==> config.mk <==
export PLATFORM = sky130hd
export DESIGN_NAME = uart_rx
export DESIGN_NICKNAME = d
export VERILOG_FILES = /design/src/rtl/uart_rx.sv
export SDC_FILE = /design/constraint.sdc
export NUM_CORES = 1
export LEC_CHECK = 0
export BUFFER_PORTS_ARGS = -buffer_cell sky130_fd_sc_hd__buf_2
export CORE_MARGIN = 4
export CORE_UTILIZATION = 40
export CTS_CLUSTER_DIAMETER = 40
export DETAILED_ROUTE_END_ITERATION = 6
export HOLD_SLACK_MARGIN = 0.12
export PLACE_DENSITY = 0.6
export SLEW_MARGIN = 25
export SYNTH_ARGS = -nofsm -noshare
export SYNTH_HDL_FRONTEND = slang
export SYNTH_SLANG_ARGS = --single-unit
==> constraint.sdc <==
create_clock -name clk -period 1.9 [get_ports clk]
set_input_delay 0.095 -clock clk [delete_from_list [all_inputs] [get_ports clk]]
set_output_delay 0.095 -clock clk [all_outputs]
set_load 0.01 [all_outputs]
==> src/rtl/uart_rx.sv <==
// UART receiver: 8 data bits LSB first, odd parity, one stop bit.
// Midpoint sampling off a synchronized line, one-cycle result pulses.
module uart_rx #(
    parameter int CLK_FREQ       = 30_000_000,
    parameter int CYCLES_PER_BIT = 3125
) (
    input  logic       clk,
    input  logic       rst_n,
    input  logic       rx,
    output logic [7:0] rx_data,
    output logic       rx_valid,
    output logic       parity_err,
    output logic       frame_err,
    output logic       busy
);

    localparam int CW = $clog2(CYCLES_PER_BIT) + 1;
    localparam logic [CW-1:0] HALF = CW'(CYCLES_PER_BIT / 2 - 1);
    localparam logic [CW-1:0] FULL = CW'(CYCLES_PER_BIT - 1);

    if (CYCLES_PER_BIT < 4) begin : g_bad_cpb
        $error("CYCLES_PER_BIT must be at least 4");
    end
    if (CLK_FREQ < CYCLES_PER_BIT) begin : g_bad_freq
        $error("CLK_FREQ below one bit period per second");
    end

    typedef enum logic [2:0] {
        IDLE      = 3'd0,
        START     = 3'd1,
        DATA      = 3'd2,
        PARITY    = 3'd3,
        STOP      = 3'd4,
        WAIT_IDLE = 3'd5
    } state_t;

    state_t          state_q, state_d;
    logic [CW-1:0]   cnt_q, cnt_d;
    logic [7:0]      shift_q, shift_d;
    logic [2:0]      bits_q, bits_d;
    logic            par_q, par_d;
    logic [7:0]      data_q, data_d;
    logic            valid_q, valid_d;
    logic            perr_q, perr_d;
    logic            ferr_q, ferr_d;
    logic            busy_q, busy_d;
    logic            rx_meta_q, rx_s_q, rx_prev_q;
    logic            par_ok;

    always_ff @(posedge clk or negedge rst_n) begin
        if (!rst_n) begin
            rx_meta_q <= 1'b1;
            rx_s_q    <= 1'b1;
            rx_prev_q <= 1'b1;
            state_q   <= IDLE;
            cnt_q     <= '0;
            shift_q   <= '0;
            bits_q    <= '0;
            par_q     <= 1'b0;
            data_q    <= '0;
            valid_q   <= 1'b0;
            perr_q    <= 1'b0;
            ferr_q    <= 1'b0;
            busy_q    <= 1'b0;
        end else begin
            rx_meta_q <= rx;
            rx_s_q    <= rx_meta_q;
            rx_prev_q <= rx_s_q;
            state_q   <= state_d;
            cnt_q     <= cnt_d;
            shift_q   <= shift_d;
            bits_q    <= bits_d;
            par_q     <= par_d;
            data_q    <= data_d;
            valid_q   <= valid_d;
            perr_q    <= perr_d;
            ferr_q    <= ferr_d;
            busy_q    <= busy_d;
        end
    end

    always_comb begin
        state_d = state_q;
        cnt_d   = cnt_q;
        shift_d = shift_q;
        bits_d  = bits_q;
        par_d   = par_q;
        data_d  = data_q;
        valid_d = 1'b0;
        perr_d  = 1'b0;
        ferr_d  = 1'b0;
        par_ok  = ^{shift_q, par_q};
        case (state_q)
            IDLE: begin
                cnt_d = '0;
                if (rx_prev_q && !rx_s_q) state_d = START;
            end
            START: begin
                if (cnt_q == HALF) begin
                    cnt_d   = '0;
                    bits_d  = '0;
                    state_d = rx_s_q ? IDLE : DATA;
                end else begin
                    cnt_d = cnt_q + 1'b1;
                end
            end
            DATA: begin
                if (cnt_q == FULL) begin
                    cnt_d   = '0;
                    shift_d = {rx_s_q, shift_q[7:1]};
                    bits_d  = bits_q + 3'd1;
                    if (bits_q == 3'd7) state_d = PARITY;
                end else begin
                    cnt_d = cnt_q + 1'b1;
                end
            end
            PARITY: begin
                if (cnt_q == FULL) begin
                    cnt_d   = '0;
                    par_d   = rx_s_q;
                    state_d = STOP;
                end else begin
                    cnt_d = cnt_q + 1'b1;
                end
            end
            STOP: begin
                if (cnt_q == FULL) begin
                    cnt_d   = '0;
                    data_d  = shift_q;
                    valid_d = par_ok && rx_s_q;
                    perr_d  = !par_ok;
                    ferr_d  = !rx_s_q;
                    // a low stop bit may be a break; wait for the line to recover
                    state_d = rx_s_q ? IDLE : WAIT_IDLE;
                end else begin
                    cnt_d = cnt_q + 1'b1;
                end
            end
            WAIT_IDLE: begin
                cnt_d = '0;
                if (rx_s_q) state_d = IDLE;
            end
            default: begin
                cnt_d   = '0;
                state_d = IDLE;
            end
        endcase
        busy_d = (state_d != IDLE);
    end

    assign rx_data    = data_q;
    assign rx_valid   = valid_q;
    assign parity_err = perr_q;
    assign frame_err  = ferr_q;
    assign busy       = busy_q;

endmodule
==> run summary <==
The run finished with clean final reports. The max capacitance violation total came out at 0. The top cell type by total area after synthesis is dfrtp_1. TritonCTS created 5 clock buffers. The sequential fraction of design power is 0.531. The initialized floorplan defines 25 standard-cell rows. The overall die width is 79.71 um.

The number of clock sinks is 43. At the end of routability-driven placement, the weighted congestion stood at 0.8761. The synthesized design contains 0 enable-type register cells.

The total global routing track utilization came out at 0.1354. The clock share of power is 0.312. Summed over all cells, the static leakage comes to 0.001194 uW.

The worst supply voltage drop on vdd is 0.0003954 V. The power density relative to cell area is 799.1 nW/um2. Setup repair after global routing could not meet its margin everywhere. The hold violation total from the final report came out at 0.

Detailed placement finished with a half-perimeter wire length of 2734 um. The initial core utilization came out at 0.4243. Internal power comes to 1378 uW. For the pin with the worst max-slew slack, the measured transition is 568.4 ps. The minimum clock period after layout is 1829 ps. The area of the mapped netlist came out at 2057 um2. The fraction of layout instances using a drive strength above 1 came out at 0.3366. The clock network latency to the later pin of the worst-skew pair is 300 ps. The signal arrival time at the worst endpoint is 1990 ps.

The core area is 4848 um2. 15 I/O pins were placed. The async set or reset register ratio after synthesis is 1.000. Adding up every negative setup slack in the final design gives 0 ps. The period utilization came out at 0.9624. After clock tree synthesis, the clock-pin slew on the worst setup and hold paths is 90 ps. The number of global-route vias before repair came out at 1387. The end-of-flow core utilization came out at 0.4973. The fmax is 546.9 MHz. Of the total synthesized cell area, the portion taken by full adders, half adders and majority gates is 0.03041.

The tightest min-delay check is of the in -> async type. The wire length of the first global-routing pass is 6624 um. The final worst clock skew is 6.266 ps. The mux share of post-synthesis cell area is 0.1113. The detail-routed via count per cell came out at 4.963.

The most frequently used flop master after synthesis is dfrtp_1. The type of the worst setup path is reg -> reg. STA puts the critical path data required time at 2070 ps. Along the worst path, the maximum fanout reaches 4. The most common cell in the synthesized netlist is dfrtp_1. The number of nets handed over by synthesis was 178.

For this design the total switching power over the nets is 548.6 uW. The worst setup path is launched from a flop. The initial antenna violation count is 0. The gate count of the mapped netlist is 170. In the post-synthesis netlist, the biggest area contributors are dfrtp_1 49%, mux2_2 6.0%, xnor2_1 5.5%. Of the total synthesized cell area, the portion taken by XOR and XNOR cells is 0.08333. The DRC violation count after routing is 0. The final number of setup-violating endpoints is 0.

Wires add up to 3802 um. The area added between synthesis and finish is 17.21%. The first-pass iteration count of the detailed router came out at 4.

The final worst hold slack came out at 318.6 ps. Summing over every cut layer, the via total after detailed routing is 1335. The floorplan step defined a die boundary enclosing 6354 um2. The maximum number of buffers from clock root to sink came out at 2.

The fraction of power spent switching nets came out at 0.2847. After synthesis, the largest family of logic cells by area is simple AND/OR/NAND/NOR gates. TritonCTS built the clock tree.

The number of input and output port buffers inserted is 14. The post-synthesis share of cell area spent on and, or, nand and nor gates came out at 0.1782. The combinational fraction of design power is 0.158.

The worst max-slew margin expressed relative to the limit is 0.6211. CTS placed an instance of clkbuf_8 at the clock tree root. At the end of the flow, the number of nets in the layout was 209. The final max-slew violation count came out at 0. The commonest cells after synthesis are 40 x dfrtp_1, 17 x nor2_1, 13 x xnor2_1. The total power consumption of the routed design came out at 1927 uW. The leftover overflow at the end of global routing is 0. The number of antenna repair diodes is 0.

The die is 79.71 um tall. For this run, the number of Yosys warnings is 0. The maximum level of the CTS H-tree is 2. The proportion of netlist area held by the largest area contributor is 0.4866. The share of synthesized area occupied by flip-flops and latches came out at 0.5249. The unique cell type count in the Yosys netlist is 42. In this run, the number of DRC markers left after iteration 0 of detailed routing was 113. The count of nets left with antenna violations once routing finished came out at 0. The endpoint type of the worst setup path is a flop. The post-synthesis compound-gate area fraction came out at 0.04501. The number of flip-flops and latches in the synthesized netlist came out at 43. Once the clock tree was built, the setup fixing pass inserted 0 buffers. The mean instance size in the synthesized netlist is 12.10 um2. The routed wire length per instance came out at 14.13 um. The pin count of the biggest net entering global routing came out at 27.
## final timing paths
path	slack, ps	start	to	cells after the start
setup / recovery	70	cnt_q[1]$_DFF_PN0_	busy$_DFF_PN0_	7
hold / removal	320	rst_n	par_q$_DFFE_PN0P_	2
setup reg to reg	70	cnt_q[1]$_DFF_PN0_	busy$_DFF_PN0_	7
hold reg to reg	370	rx_meta_q$_DFF_PN1_	rx_s_q$_DFF_PN1_	0
max in group asynchronous	970	rst_n	rx_s_q$_DFF_PN1_	3
min in group clk	370	rx_meta_q$_DFF_PN1_	rx_s_q$_DFF_PN1_	0
## cell type report
class                   count  area (um2)
clock buffers               5       68.82
fillers                   438        2437
repair buffers             30       195.2
inverters                   6       22.52
clock inverters             3       23.77
well taps                  67       83.83
multi-input cells         115       937.1
flip-flops and latches     43        1080
## what timing repair did
action | CTS | global route
pin swaps | 0 | 0
endpoints found under the hold margin | 24 | 0
hold buffers | 2 | 0
resized for setup | 1 | 3
setup endpoints to repair | 2 | 12
## registers in the layout (all words and copies together), names as in the netlist, 3 cells and up
| signal | count |
|---|---|
| cnt_q | 13 |
| rx_data | 8 |
| shift_q | 8 |
| bits_q | 3 |
| state_q | 3 |
## placed cells by master (no fill, tap or decap), types with 3 or more instances in the layout
master,n
dfrtp_1,40
nor2_1,17
buf_2,14
buf_4,14
xnor2_1,13
mux2_2,11
nand2_1,7
mux2_4,7
nand3_1,6
inv_1,6
ha_1,5
clkbuf_8,5
or3b_2,4
xor2_1,4
a21oi_1,3
nor3_1,3
nor4_1,3
nand3b_1,3
dfstp_2,3
## per-layer routing
metal,up-vias,part of all wire,GRT usage
li1,650,-,-
met1,652,0.49,0.1885
met2,27,0.46,0.2045
met3,6,0.038,0.04176
met4,0,0.0047,0.03436
met5,-,0,0
## critical path: stages (launching register included)
cell,delay [ps]
dfrtp_1,370
inv_1,60
ha_1,160
and4b_1,190
buf_4,150
and3_1,190
a2111o_1,380
nand4b_1,190
## cells by family after synthesis
logic type                 count (synthesis)
adders and majority gates                  5
and+or+nand+nor                           61
DFF                                       43
xor gates and xnor gates                  18
buffers and inverters                     12
muxes                                     18
AOI/OAI and AO/OA                         13
## power groups by stage
| stage | Clock [uW] | Combinational (uW) | Sequential (uW) |
|---|---|---|---|
| 2_1_floorplan | 0 | 155 | 1050 |
| 3_3_place_gp | 0 | 286 | 1040 |
| 3_5_place_dp | 0 | 290 | 1040 |
| 4_1_cts | 618 | 300 | 1020 |
| 5_1_grt | 668 | 346 | 1030 |
| 6_report | 601 | 304 | 1020 |
## per-stage QoR
| step | worst slack [ps] | instances | cell area, um2 |
|---|---|---|---|
| global route | -42.92 | 269 | 2411 |
| finish | 71.40 | 269 | 2411 |
| global placement | 34.99 | 259 | 2283 |
| CTS | 37.80 | 269 | 2396 |
| detailed placement | -2.031 | 259 | 2283 |
| floorplan | 94.41 | 170 | 2057 |
(Power assumes the default switching activity.)
